--- src/rtl/decoder_scan_driver_pkg.sv ---
// decoder_scan_driver_pkg: state encoding and default widths shared by the scan driver files
package decoder_scan_driver_pkg;
    localparam int DWELL_W_DEF = 16;
    localparam int BLANK_W_DEF = 4;
    localparam logic [1:0] IDLE   = 2'd0;
    localparam logic [1:0] ACTIVE = 2'd1;
    localparam logic [1:0] BLANK  = 2'd2;
endpackage

--- src/rtl/decoder_scan_driver_if.sv ---
// decoder_scan_driver_if: control inputs and decoder-drive outputs of the scan driver
interface decoder_scan_driver_if
    import decoder_scan_driver_pkg::*;
#(
    parameter int DWELL_W = DWELL_W_DEF,
    parameter int BLANK_W = BLANK_W_DEF
);
    logic               start;
    logic               stop;
    logic [2:0]         last_ch;
    logic [DWELL_W-1:0] dwell;
    logic [BLANK_W-1:0] blank;
    logic [2:0]         sel;
    logic               sel_en;
    logic               busy;
    logic               frame_done;
    modport master(output start, stop, last_ch, dwell, blank, input sel, sel_en, busy, frame_done);
    modport slave(input start, stop, last_ch, dwell, blank, output sel, sel_en, busy, frame_done);
endinterface

--- src/rtl/decoder_scan_driver_scan_down_counter.sv ---
// scan_down_counter: loadable down-counter with a zero flag for dwell and blank timing
module scan_down_counter #(
    parameter int W = 8
) (
    input  logic         clk,
    input  logic         rst_n,
    input  logic         load,
    input  logic         dec,
    input  logic [W-1:0] val,
    output logic         zero
);
    logic [W-1:0] count;
    always_ff @(posedge clk or negedge rst_n)
        if (!rst_n) count <= '0;
        else if (load) count <= val;
        else if (dec) count <= count - 1'b1;
    assign zero = count == '0;
endmodule

--- src/rtl/decoder_scan_driver.sv ---
// decoder_scan_driver: scans channels 0..last_ch with per-channel dwell and optional blanking,
// driving the a/en inputs of a downstream 3-to-8 decoder
module decoder_scan_driver
    import decoder_scan_driver_pkg::*;
#(
    parameter int DWELL_W = DWELL_W_DEF,
    parameter int BLANK_W = BLANK_W_DEF
) (
    input logic                  clk,
    input logic                  rst_n,
    decoder_scan_driver_if.slave bus
);
    logic [1:0]         state;
    logic [2:0]         last_q;
    logic [DWELL_W-1:0] dwell_q;
    logic [BLANK_W-1:0] blank_q;
    logic               d_zero, b_zero;
    logic               clr, launch, act_end, wrap, relatch, go_blank, go_active;
    logic [2:0]         last_n;
    logic [DWELL_W-1:0] dwell_n;
    logic [BLANK_W-1:0] blank_n;
    assign clr     = bus.stop || (state != IDLE && state != ACTIVE && state != BLANK);
    assign launch  = state == IDLE && bus.start;
    assign act_end = state == ACTIVE && d_zero;
    assign wrap    = act_end && bus.sel == last_q;
    assign relatch = launch || wrap;
    // Configuration captured on this edge steers the very next period, so use it straight away
    assign last_n    = relatch ? bus.last_ch : last_q;
    assign dwell_n   = relatch ? (bus.dwell == '0 ? DWELL_W'(1) : bus.dwell) : dwell_q;
    assign blank_n   = relatch ? bus.blank : blank_q;
    assign go_blank  = act_end && blank_n != '0;
    assign go_active = launch || (act_end && blank_n == '0) || (state == BLANK && b_zero);
    scan_down_counter #(.W(DWELL_W)) u_dwell (
        .clk(clk), .rst_n(rst_n),
        .load(clr || go_active), .dec(state == ACTIVE && !d_zero),
        .val(clr ? '0 : dwell_n - 1'b1), .zero(d_zero)
    );
    scan_down_counter #(.W(BLANK_W)) u_blank (
        .clk(clk), .rst_n(rst_n),
        .load(clr || go_blank), .dec(state == BLANK && !b_zero),
        .val(clr ? '0 : blank_n - 1'b1), .zero(b_zero)
    );
    always_ff @(posedge clk or negedge rst_n)
        if (!rst_n) begin
            state          <= IDLE;
            bus.sel        <= '0;
            bus.sel_en     <= 1'b0;
            bus.busy       <= 1'b0;
            bus.frame_done <= 1'b0;
            last_q         <= '0;
            dwell_q        <= '0;
            blank_q        <= '0;
        end else begin
            bus.frame_done <= 1'b0;
            if (clr) begin
                state      <= IDLE;
                bus.sel    <= '0;
                bus.sel_en <= 1'b0;
                bus.busy   <= 1'b0;
            end else begin
                if (relatch) begin
                    last_q  <= last_n;
                    dwell_q <= dwell_n;
                    blank_q <= blank_n;
                end
                if (launch) begin
                    state      <= ACTIVE;
                    bus.sel    <= '0;
                    bus.sel_en <= 1'b1;
                    bus.busy   <= 1'b1;
                end else if (act_end) begin
                    state          <= go_blank ? BLANK : ACTIVE;
                    bus.sel        <= wrap ? 3'd0 : bus.sel + 3'd1;
                    bus.sel_en     <= !go_blank;
                    bus.frame_done <= wrap;
                end else if (state == BLANK && b_zero) begin
                    state      <= ACTIVE;
                    bus.sel_en <= 1'b1;
                end
            end
        end
endmodule
--- src/flat_wrapper.sv ---
// flat-port wrapper written by rule: the top's interface ports become plain ports
module decoder_scan_driver_flat import decoder_scan_driver_pkg::*;
#(
    parameter int DWELL_W = DWELL_W_DEF,
    parameter int BLANK_W = BLANK_W_DEF
)
  (clk, rst_n, bus_start, bus_stop, bus_last_ch, bus_dwell, bus_blank, bus_sel, bus_sel_en, bus_busy, bus_frame_done);
  decoder_scan_driver_if #(.DWELL_W(DWELL_W), .BLANK_W(BLANK_W)) bus_i ();
  input logic clk;
  input logic rst_n;
  input wire logic [$bits(bus_i.start)-1:0] bus_start;
  input wire logic [$bits(bus_i.stop)-1:0] bus_stop;
  input wire logic [$bits(bus_i.last_ch)-1:0] bus_last_ch;
  input wire logic [$bits(bus_i.dwell)-1:0] bus_dwell;
  input wire logic [$bits(bus_i.blank)-1:0] bus_blank;
  output wire logic [$bits(bus_i.sel)-1:0] bus_sel;
  output wire logic [$bits(bus_i.sel_en)-1:0] bus_sel_en;
  output wire logic [$bits(bus_i.busy)-1:0] bus_busy;
  output wire logic [$bits(bus_i.frame_done)-1:0] bus_frame_done;
  assign bus_i.start = bus_start;
  assign bus_i.stop = bus_stop;
  assign bus_i.last_ch = bus_last_ch;
  assign bus_i.dwell = bus_dwell;
  assign bus_i.blank = bus_blank;
  assign bus_sel = bus_i.sel;
  assign bus_sel_en = bus_i.sel_en;
  assign bus_busy = bus_i.busy;
  assign bus_frame_done = bus_i.frame_done;
  decoder_scan_driver #(.DWELL_W(DWELL_W), .BLANK_W(BLANK_W)) u_core (.clk(clk), .rst_n(rst_n), .bus(bus_i));
endmodule
--- config.mk ---
export PLATFORM = sky130hd
export DESIGN_NAME = decoder_scan_driver_flat
export DESIGN_NICKNAME = d
export VERILOG_FILES = /design/src/rtl/decoder_scan_driver_pkg.sv /design/src/rtl/decoder_scan_driver_if.sv /design/src/rtl/decoder_scan_driver_scan_down_counter.sv /design/src/rtl/decoder_scan_driver.sv /design/src/flat_wrapper.sv
export SDC_FILE = /design/constraint.sdc
export NUM_CORES = 1
export LEC_CHECK = 0
export ABC_CLOCK_PERIOD_IN_PS = 7500
export CORE_ASPECT_RATIO = 0.6
export CORE_MARGIN = 5
export CORE_UTILIZATION = 60
export CTS_CLUSTER_SIZE = 14
export DETAILED_ROUTE_END_ITERATION = 10
export DONT_BUFFER_PORTS = 1
export GPL_TIMING_DRIVEN = 0
export PLACE_DENSITY = 0.86
export SYNTH_ARGS = -nofsm -noshare
export SYNTH_HDL_FRONTEND = slang
export SYNTH_HIERARCHICAL = 1
export SYNTH_SLANG_ARGS = --single-unit
--- constraint.sdc ---
create_clock -name clk -period 7.5 [get_ports clk]
set_clock_uncertainty 0.2 [all_clocks]
set_input_delay 1.875 -clock clk [delete_from_list [all_inputs] [get_ports clk]]
set_output_delay 1.875 -clock clk [all_outputs]
set_load 0.03 [all_outputs]
**After elaboration in Yosys (flattened, before gate mapping)**

Cells that the tools add are included.

- Register bits after elaboration: 51
- Latch bits: 0
- RAM bits: 0
- Memory bits (read-only): 0
- Input bits: 27
- Output and inout bits: 6
- Logic and storage cells: 80
- Memories kept: 0

- Add/sub/neg operators: 5
- $mul: 0
- Div/mod/pow operators: 0
- Magnitude comparators: 0
- Equality and inequality tests: 5
- Shifts and indexed selects: 0
- Mux-type cells: 27
- Bitwise operators: 1
- Reductions and logical operators: 32

Operator list:

| kind | number |
|---|---|
| $mux W16 | 5 |
| $logic_not A16 Y1 | 2 |
| $sub A16 B1 Y16 const B | 2 |
| $mux W4 | 4 |
| $mux W3 | 4 |
| $logic_and A1 B1 Y1 | 10 |
| $mux W2 | 5 |
| $mux W1 | 9 |
| $logic_not A4 Y1 | 2 |
| $reduce_bool A2 Y1 | 4 |
| $reduce_bool A4 Y1 | 2 |
| $sub A4 B1 Y4 const B | 2 |
| $logic_or A1 B1 Y1 | 6 |
| $add A3 B1 Y3 const B | 1 |
| $eq A3 B3 Y1 | 1 |
| $logic_not A1 Y1 | 3 |
| $reduce_bool A3 Y1 | 1 |
| $eq A2 B1 Y1 const B | 1 |
| $eq A2 B2 Y1 const B | 1 |
| $logic_not A2 Y1 | 1 |
| $ne A2 B1 Y1 const B | 1 |
| $ne A2 B2 Y1 const B | 1 |
| $reduce_and A2 Y1 | 1 |
| $not A1 Y1 | 1 |

**Logic depth before layout (Yosys ltp)**

Gate-level depths: netlist of run 1.

- Word-level depth: 11
- Depth in mapped cells: 19

**Cells and area by module**

The synthesis of run 1 kept the hierarchy.

By module, submodules not included:

| module | times used | cells an instance | area each (um^2) |
|---|---|---|---|
| decoder_scan_driver | 1 | 268 | 2,359.8 |
| scan_down_counter (u_core.u_dwell) | 1 | 112 | 1,026.0 |
| scan_down_counter (u_core.u_blank) | 1 | 21 | 230.2 |

**Least setup slack after synthesis of run 1**

OpenSTA, ideal clock, no wires.

- Path type: register to register
- Start point: register u_core.u_dwell.count[4]
- End point: register u_core.u_dwell.count[12]
- Setup time: 0.126 ns
- Arrival time: 4.459 ns
- Setup slack: 2.715 ns
- Stages on the path, launching flop included: 17
- Buffers on the path: 2
- Clock period less this slack: 4.785 ns
- Cell sequence: dfrtp_1 or4_4 buf_6 buf_8 or4b_4 nor3_2 nand3b_1 nor4_2 nor2_1 mux2i_1 ha_1 inv_1 nor4_1 o21ai_0 a22oi_1 mux2i_1 a221o_1

- Longest elaborated chain between the ends: 11
- Elaborated cells on any way between the ends: 19
- Those cells by class: add/sub (2); mux (5); reduce/logical (12)

RTL lines:

| item | line | text |
|---|---|---|
| start, declared | decoder_scan_driver_scan_down_counter.sv:12 | `logic [W-1:0] count;` |
| start signal, assigned | decoder_scan_driver_scan_down_counter.sv:15 | `else if (load) count <= val;` |
| start signal, assigned | decoder_scan_driver_scan_down_counter.sv:16 | `else if (dec) count <= count - 1'b1;` |
| $logic_not A16 Y1 * | decoder_scan_driver_scan_down_counter.sv:17 | `assign zero = count == '0;` |
| named net u_core.d_zero | decoder_scan_driver.sv:17 | `logic d_zero, b_zero;` |
| parallel branches: the longest is 10 deep, another holds $sub A16 B1 Y16 | -- |  |

Mark *: on every way through the listed nets, which the timed path passes. The select of a mux whose other input is x is not followed.
A chain may end at the register's enable or synchronous reset.

**Worst setup path after layout of run 1**

Same ends and word-level chain as after synthesis.

==> flow_summary_export.csv, run 1 <==
group,metric,value,unit
outcome,status,"finished clean",
timing,maxSlewViolCount,0,
route,drc,0,
clock_network,clk_latency,0.30,ns
floorplan,die_area,7730,um^2
timing,fin_crit,6.06,ns
timing,setup_viol_count_final,0,
yosys,yosys.area_share.simple,0.255,
route,detail-route-antenna-nets,0,
global_routing,antenna_found_initial,0,
power,irDropWorstVdd,0.155,mV
clock_network,cts_tree,"done",
layout,layout_commonest_cell,"dfrtp_1",
global_routing,grt_first_pass_wirelength,15900,um
clock_network,post_cts_buffers,0,
yosys,synth_area,3620,um^2
layout,drive_gt1_frac,0.115,
yosys,synth_cell_types,59,
floorplan,rows,21,
critical_path,crit_path_max_fanout,10,
route,drt_iter0_drc,344,
critical_path,crit_type,"reg -> reg",
placed_design,place.gp.congestion,0.922,
global_routing,grt_overflow,0,
power,leakage,1.45,nW
clock_network,root_buffer,"clkbuf_8",
timing,tns,0,ns
min_path,worstHoldPathType,"reg -> reg",
timing,tightestPinTransition,1.08,ns
layout,nNetsFinal,441,
layout,final_cell_mix,"dfrtp_1 (50), nor2_1 (36), o21ai_0 (28)",
layout,antennaDiodeCount,0,
route,wl_per_cell,20.1,um
floorplan,fp.coreArea,5700,um^2
power,p_int,0.502,mW
power,power.switching,0.283,mW
power,clkPwrFrac,0.207,
critical_path,required,7.49,ns
yosys,ys.flop_type,"dfrtp_1",
route,vias_per_cell,6.91,
yosys,async_flop_share,1.00,
timing,fmax,165,MHz
global_routing,grt_max_degree,51,
route,routed_wl,9830,um
layout,nFillCells,472,
clock_network,cts_made_buffers,5,
clock_network,cts.sinks,50,
yosys,yosysWarnings,6,
clock_network,holdBufCountCts,0,
power,p_total,0.785,mW
yosys,seq_area_frac_synth,0.346,
yosys,syn_nets,434,
yosys,synth_edf_count,0,
critical_path,worstPathArrival,6.05,ns
route,dr.pass1.iters,5,
placed_design,port_buffers,0,
placed_design,dp_hpwl,7390,um
global_routing,grt_usage,0.262,
timing,slew_headroom,0.280,
power,combPwrFrac,0.316,
yosys,synth_fa_ha_area_frac,0.0208,
power,p_sw_frac,0.361,
clock_network,cts_resized,0,
yosys,syn_area_per_cell,9.02,um^2
clock_network,cts_buffer_depth,2,
clock_network,clk_pin_slew,0.09,ns
timing,period_share,0.808,
floorplan,initial_core_util,0.634,
yosys,synth-xor-area-share,0.0581,
critical_path,start_kind,"flip-flop",
global_routing,grt_pass1_vias,3117,
yosys,netlist_instances,401,
layout,synthToLayoutAreaGrowth,5.29,%
critical_path,end_kind,"flip-flop",
floorplan,num_io_pins,33,
yosys,ys_seq_elements,50,
flow_run,max_cap_viol_count,0,
power,seqPwrFrac,0.476,
floorplan,die_h,70.1,um
route,vias,3378,
timing,rsz0062_at_grt,"no",
power,powerDensity,206,nW/um^2
yosys,synth_mux_area_frac,0.102,
yosys,synth_compound_area_frac,0.177,
yosys,synth_top_family_by_area,"simple AND/OR/NAND/NOR gates",
floorplan,fp.dieW,110,um
clock_network,h-tree-depth,2,
timing,finalHoldViolations,0,
-- path summary, 6_finish.rpt --
kind | start | to | slack (ns) | depth (start not counted)
worst max register to register | u_core/u_dwell/count[4] | u_core/u_dwell/count[12] | 1.44 | 16
worst min register to register | u_core/dwell_q[13] | u_core/dwell_q[13] | 0.34 | 1
worst max-delay path | u_core/u_dwell/count[4] | u_core/u_dwell/count[12] | 1.44 | 16
min in group asynchronous | rst_n | u_core/dwell_q[2] | 1.06 | 0
max in group asynchronous | rst_n | u_core/u_dwell/count[7] | 5.94 | 0
worst min-delay path | u_core/dwell_q[13] | u_core/dwell_q[13] | 0.34 | 1
-- cell type report --
| class | instances | area (um^2) | area share |
|---|---|---|---|
| well taps | 80 | 100 | 0.0263 |
| clock buffers | 7 | 86.3 | 0.0227 |
| clock inverters | 1 | 5.00 | 0.00131 |
| plain buffers | 23 | 109 | 0.0286 |
| multi-input cells | 318 | 2220 | 0.583 |
| inverters | 10 | 37.5 | 0.00986 |
| flip-flops and latches | 50 | 1250 | 0.329 |
-- sequential cells by signal, summed over array words and instances, names as in the netlist --
register / flops
u_core/bus.sel_en: 1
u_core/last_q: 3
u_core/u_dwell/count: 16
u_core/bus.sel: 3
u_core/state: 1
u_core/u_blank/count: 4
u_core/bus.frame_done: 1
u_core/blank_q: 4
u_core/bus.busy: 1
u_core/dwell_q: 16
-- Yosys cell counts (all sizes together) (3+ instances only) --
library cell   n  area (um^2)
xnor2         13          114
buf            6         45.0
and3b          3         26.3
ha             6         75.1
nand2b         3         18.8
or4           11         93.8
xor2          11         96.3
o21ai         29          145
a21oi         10         50.1
nand3         24          120
a221o          4         40.0
a31oi          7         43.8
nor3          12         65.1
o311ai         3         26.3
mux2i         11          110
nand2         20         75.1
nor2b          5         31.3
o41a           5         56.3
nor3b          4         30.0
nor2          36          135
or3            8         51.3
mux2          23          259
dfrtp         50         1250
nor4          16          106
a211oi         7         52.6
inv           10         37.5
a21o           9         67.6
or4b           3         37.5
clkbuf        17         63.8
a22oi          4         30.0
o31ai          3         22.5
nand3b         3         22.5
nand4          4         25.0
-- power groups by stage --
stage,registers [mW],logic [mW],clock network (mW)
2_1_floorplan,0.361,0.194,0
3_3_place_gp,0.373,0.229,0
3_5_place_dp,0.377,0.241,0
4_1_cts,0.372,0.242,0.166
5_1_grt,0.380,0.271,0.180
6_report,0.374,0.248,0.163
-- routing by layer --
layer | global-route usage | vias to the layer above | wire length [um]
met5 | 0.0286 | - | 0
met4 | 0.0328 | 0 | 58
met3 | 0.0755 | 6 | 1310
met2 | 0.352 | 221 | 3950
met1 | 0.417 | 1623 | 4510
li1 | - | 1528 | -
-- worst max-delay path, stage by stage, from the launching register on --
cell	delay, ns
dfrtp_1	0.45
or4_4	0.53
buf_6	0.15
buf_8	0.14
or4b_4	0.48
nor3_2	0.27
nand3b_1	0.29
nor4_2	0.71
nor2_1	0.34
mux2i_1	0.26
ha_1	0.28
inv_1	0.14
nor4_1	0.62
o21ai_0	0.26
a22oi_1	0.32
mux2i_1	0.14
a221o_1	0.36
-- logic make-up (layout without fill, tap and decap cells) --
| kind of cell | count (synthesis) | in the layout |
|---|---|---|
| and+or+nand+nor | 161 | 161 |
| AOI/OAI and AO/OA | 93 | 93 |
| DFF | 50 | 50 |
| muxes | 34 | 34 |
| buffers and inverters | 33 | 41 |
| xor gates and xnor gates | 24 | 24 |
| adders and majority gates | 6 | 6 |
-- per-stage QoR --
step                      instances  hold WS [ns]   util  worst slack, ns  area, um^2
after CTS                       489         0.342  0.668             1.65        3810
after global routing            489         0.374  0.668             1.11        3810
after global placement          481         0.310  0.652             1.67        3720
final                           489         0.344  0.668             1.44        3810
after detailed placement        481         0.323  0.652             1.69        3720
after floorplan                 401         0.293      -             2.71        3620
(Power assumes the default switching activity.)
==> run 2, diff against run 1 <==
- ABC_CLOCK_PERIOD_IN_PS: 7500 -> 5100
- CORE_UTILIZATION: 60 -> 58
- clock period: 7.5 -> 5.1 ns (I/O delays scaled with it)
==> flow_summary_export.csv, run 2 (synthesized netlist as in run 1, its figures left out) <==
group,metric,value,unit
outcome,status,"finished clean",
floorplan,die_h,71.2,um
route,vias,3504,
route,vias_per_cell,7.04,
layout,fin_util,0.645,
timing,fmax,201,MHz
critical_path,end_kind,"flip-flop",
layout,nFillCells,510,
clock_network,cts_tree,"done",
global_routing,grt_max_degree,51,
placed_design,dp_hpwl,7620,um
timing,setup_viol_count_final,0,
route,dr.pass1.iters,5,
critical_path,start_kind,"flip-flop",
power,irDropWorstVdd,0.205,mV
clock_network,root_buffer,"clkbuf_8",
route,wl_met1,4450,um
critical_path,required,5.09,ns
clock_network,cts.sinks,50,
floorplan,fp.dieW,112,um
critical_path,cp_num_buf_inv,3,
floorplan,fp.coreArea,6080,um^2
timing,slew_headroom,0.0295,
clock_network,clk_latency,0.31,ns
clock_network,h-tree-depth,2,
layout,drive_gt1_frac,0.150,
layout,multi_input_area,2260,um^2
global_routing,grt_first_pass_wirelength,17300,um
route,wl_met3,1660,um
critical_path,crit_path_max_fanout,10,
layout,register_area,1250,um^2
route,drt_iter0_drc,469,
clock_network,cts_buffer_depth,2,
critical_path,crit_slowest_cell,"or4_4",
clock_network,clk_pin_slew,0.10,ns
layout,top_regs,"u_core/dwell_q: 16 flops, u_core/u_dwell/count: 16 flops",
flow_run,max_cap_viol_count,0,
layout,antennaDiodeCount,0,
global_routing,grt_pass1_vias,3354,
timing,tns,0,ns
global_routing,grt_overflow,0,
critical_path,crit_type,"reg -> reg",
layout,final_cell_mix,"dfrtp_1 (49), nor2_1 (35), o21ai_0 (27)",
power,leakage,1.51,nW
floorplan,initial_core_util,0.594,
layout,nNetsFinal,446,
timing,period_share,0.974,
critical_path,cp_top_family,"simple AND/OR/NAND/NOR gates",
global_routing,grt_usage,0.269,
critical_path,slowest_delay,0.52,ns
placed_design,place.gp.congestion,0.912,
route,wl_per_cell,21.6,um
critical_path,path_cells,"or4_4 -> buf_6 -> buf_8 -> or4b_4 -> nor3_4 -> nand3b_1 -> nor4_4 -> nor2_4 -> mux2i_1 -> ha_2 -> inv_1 -> nor4_4 -> o21ai_1 -> a22oi_1 -> mux2i_1 -> a221o_1",
clock_network,holdBufCountCts,0,
floorplan,num_io_pins,33,
timing,finalHoldViolations,0,
route,detail-route-antenna-nets,0,
min_path,worstHoldPathType,"reg -> reg",
layout,layout_commonest_cell,"dfrtp_1",
route,routed_wl,10700,um
critical_path,worstPathArrival,4.96,ns
route,met2_length,4430,um
global_routing,antenna_found_initial,0,
floorplan,die_area,7970,um^2
layout,synthToLayoutAreaGrowth,8.55,%
placed_design,port_buffers,0,
floorplan,rows,22,
timing,timing.hold.ws,0.347,ns
timing,fin_crit,4.97,ns
power,powerDensity,308,nW/um^2
clock_network,cts_made_buffers,5,
route,dr.max_layer_used,"met4",
route,drc,0,
timing,tightestPinTransition,1.45,ns
timing,maxSlewViolCount,0,
## run 2: path summary, 6_finish.rpt
| kind | startpoint | to | slack [ns] | cells after the start |
|---|---|---|---|---|
| worst min-delay path | u_core/dwell_q[13] | u_core/dwell_q[13] | 0.35 | 1 |
| worst min register to register | u_core/dwell_q[13] | u_core/dwell_q[13] | 0.35 | 1 |
| worst max-delay path | u_core/u_dwell/count[4] | u_core/u_dwell/count[14] | 0.13 | 16 |
| max in group asynchronous | rst_n | u_core/u_dwell/count[4] | 4.15 | 0 |
| worst max register to register | u_core/u_dwell/count[4] | u_core/u_dwell/count[14] | 0.13 | 16 |
| min in group asynchronous | rst_n | u_core/bus.sel[0] | 0.45 | 0 |
## run 2: layout make-up
class,instances,share of cell area
sequential,50,0.319
tap,84,0.0268
buffer,22,0.0281
inverter,10,0.00956
multi-input combinational,318,0.577
timing repair buffer,6,0.0115
clock buffer,8,0.0281
## run 2: worst register-to-register path, cell delays in order (launching register included)
cell      delay [ns]
dfrtp_2         0.45
or4_4           0.52
buf_6           0.16
buf_8           0.14
or4b_4          0.50
nor3_4          0.22
nand3b_1        0.22
nor4_4          0.41
nor2_4          0.12
mux2i_1         0.24
ha_2            0.26
inv_1           0.13
nor4_4          0.40
o21ai_1         0.17
a22oi_1         0.26
mux2i_1         0.14
a221o_1         0.33
## run 2: stage by stage
step | area, um^2 | setup slack (ns) | total power [mW] | std cells
floorplan | 3620 | 0.315 | 0.816 | 401
global placement | 3720 | -0.783 | 0.885 | 485
detailed placement | 3720 | -0.810 | 0.908 | 485
CTS | 3870 | 0.0565 | 1.19 | 494
global route | 3930 | -0.0156 | 1.27 | 498
finish | 3930 | 0.134 | 1.21 | 498
## run 2: what timing repair did
action	4_1_cts	5_1_grt
pin swaps	1	4
gates resized for setup	5	12
setup buffers	2	4
gates cloned	0	0
endpoints found under the setup margin	16	14
## run 2: report_power, final
| part | total [mW] | internal, mW | switching, mW |
|---|---|---|---|
| clock network | 0.275 | 0.137 | 0.138 |
| logic | 0.379 | 0.165 | 0.214 |
| registers | 0.553 | 0.465 | 0.0876 |
## run 2: layer usage
| metal | vias to the layer above | track usage |
|---|---|---|
| met1 | 1681 | 0.393 |
| met3 | 29 | 0.0863 |
| met2 | 254 | 0.388 |
| met4 | 0 | 0.0613 |
| met5 | - | 0 |
| li1 | 1540 | - |
==> run 3, diff against run 2 <==
- CAP_MARGIN: not set -> 20
==> results of run 3 <==
Final layout, timing and power as in run 2 (identical DEF).
==> variant: new RTL, config.mk and constraints of run 3 <==
Reset style: synchronous (`rst_n`), changed in 2 clocked blocks.
--- a/src/rtl/decoder_scan_driver_scan_down_counter.sv
+++ b/src/rtl/decoder_scan_driver_scan_down_counter.sv
@@ -10,7 +10,7 @@
     output logic         zero
 );
     logic [W-1:0] count;
-    always_ff @(posedge clk or negedge rst_n)
+    always_ff @(posedge clk)
         if (!rst_n) count <= '0;
         else if (load) count <= val;
         else if (dec) count <= count - 1'b1;
--- a/src/rtl/decoder_scan_driver.sv
+++ b/src/rtl/decoder_scan_driver.sv
@@ -40,7 +40,7 @@
         .load(clr || go_blank), .dec(state == BLANK && !b_zero),
         .val(clr ? '0 : blank_n - 1'b1), .zero(b_zero)
     );
-    always_ff @(posedge clk or negedge rst_n)
+    always_ff @(posedge clk)
         if (!rst_n) begin
             state          <= IDLE;
             bus.sel        <= '0;
Formal check against the unedited RTL: differs if rst_n is asserted again (counterexample within 4 cycles, from zero or initial values and one cycle with rst_n low); with rst_n held inactive, the same outputs for 10 cycles.
==> variant against run 3 <==
Count of clock-buffer cells in the layout decreased by 1. Critical path depth increased by 1. Wire length decreased by 15%. Worst hold slack got worse by 62 ps. Sequential share of layout area decreased by 4.4 points. Final area decreased by 7.2%. Total power decreased by 21%. Setup slack improved by 0.82 ps. Area after synthesis decreased by 6.9%. Global-route usage decreased by 2.3 points. Sequential cell count unchanged. Non-clock buffer count decreased by 4. Highest routed layer unchanged.
==> variant: results (changes against run 3) <==
grt_max_degree: 20  # -61%
synth.area.mux_share_pct: 7.17  # -3.0 points
worstPathArrival_ps: 4980  # +20 ps
syn-num-nets: 445  # +2.5%
hold_ws_ps: 285  # -61.6 ps
nNetsFinal: 458  # +2.7%
status: "finished, final reports clean"
vdd_ir_drop_max_mv: 0.141  # -31%
hold_start: "u_core/dwell_q[15]"
dpl.cell_count: 493  # +1.6%
powerSeq_uw: 441  # -20%
hpwl_mm: 6.79  # -11%
met3_length_um: 845  # -49%
place.gp.congestion: 0.997  # +9.4%
synthTopCellsByArea: "dfxtp_1, nand2_1, a21boi_0, xnor2_1, mux2i_1"
grt_usage_pct: 24.6  # -2.3 points
vias_per_cell: 6.31  # -10%
wl_met1_mm: 4.38  # -1.7%
grt_use_met1_pct: 36.3  # -3.0 points
drtIter0Drc: 299  # -36%
synth_cell_types: 60  # +1.7%
synth_compound_area_share_pct: 19.8  # +2.1 points
grt_util_met3_pct: 6.44  # -2.2 points
ys_seq_area_share_pct: 29.7  # -4.9 points
clock_power_uw: 265  # -4%
async_reset_ff_share_pct: 0  # -100 points
cell_internal_pwr_uw: 646  # -16%
place_area_um2: 3470  # -6.9%
grt_pass1_wl_mm: 14.7  # -15%
r2r-start: "u_core/u_dwell/count[5]"
[variant: cell count changes in the layout (fill, tap and decap cells not counted), moves of 9 or more]
cell / run 3 / this run
nor4_1: 14 / 3
a21oi_1: 10 / 22
nand2_1: 20 / 62
mux2_2: 23 / 5
nand3_1: 24 / 5
a21o_1: 9 / 0
dfxtp_1: 0 / 49
a21boi_0: 1 / 24
nor3_1: 11 / 21
dfrtp_1: 49 / 0
[variant: final cells by class]
type / instances / area, um^2
plain buffers: 17 / 101
clock buffers: 7 / 96.3
clock inverters: 1 / 8.76
fillers: 520 / 1950
inverters: 10 / 37.5
multi-input cells: 335 / 2240
flip-flops and latches: 50 / 1000
well taps: 80 / 100
repair buffers: 7 / 52.6
[variant: what timing repair did]
action | 4_1_cts | 5_1_grt
hold endpoints to repair | 0 | 0
buffers inserted | 1 | 6
gates resized for setup | 3 | 5
setup endpoints to repair | 14 | 4
pin swaps | 1 | 3
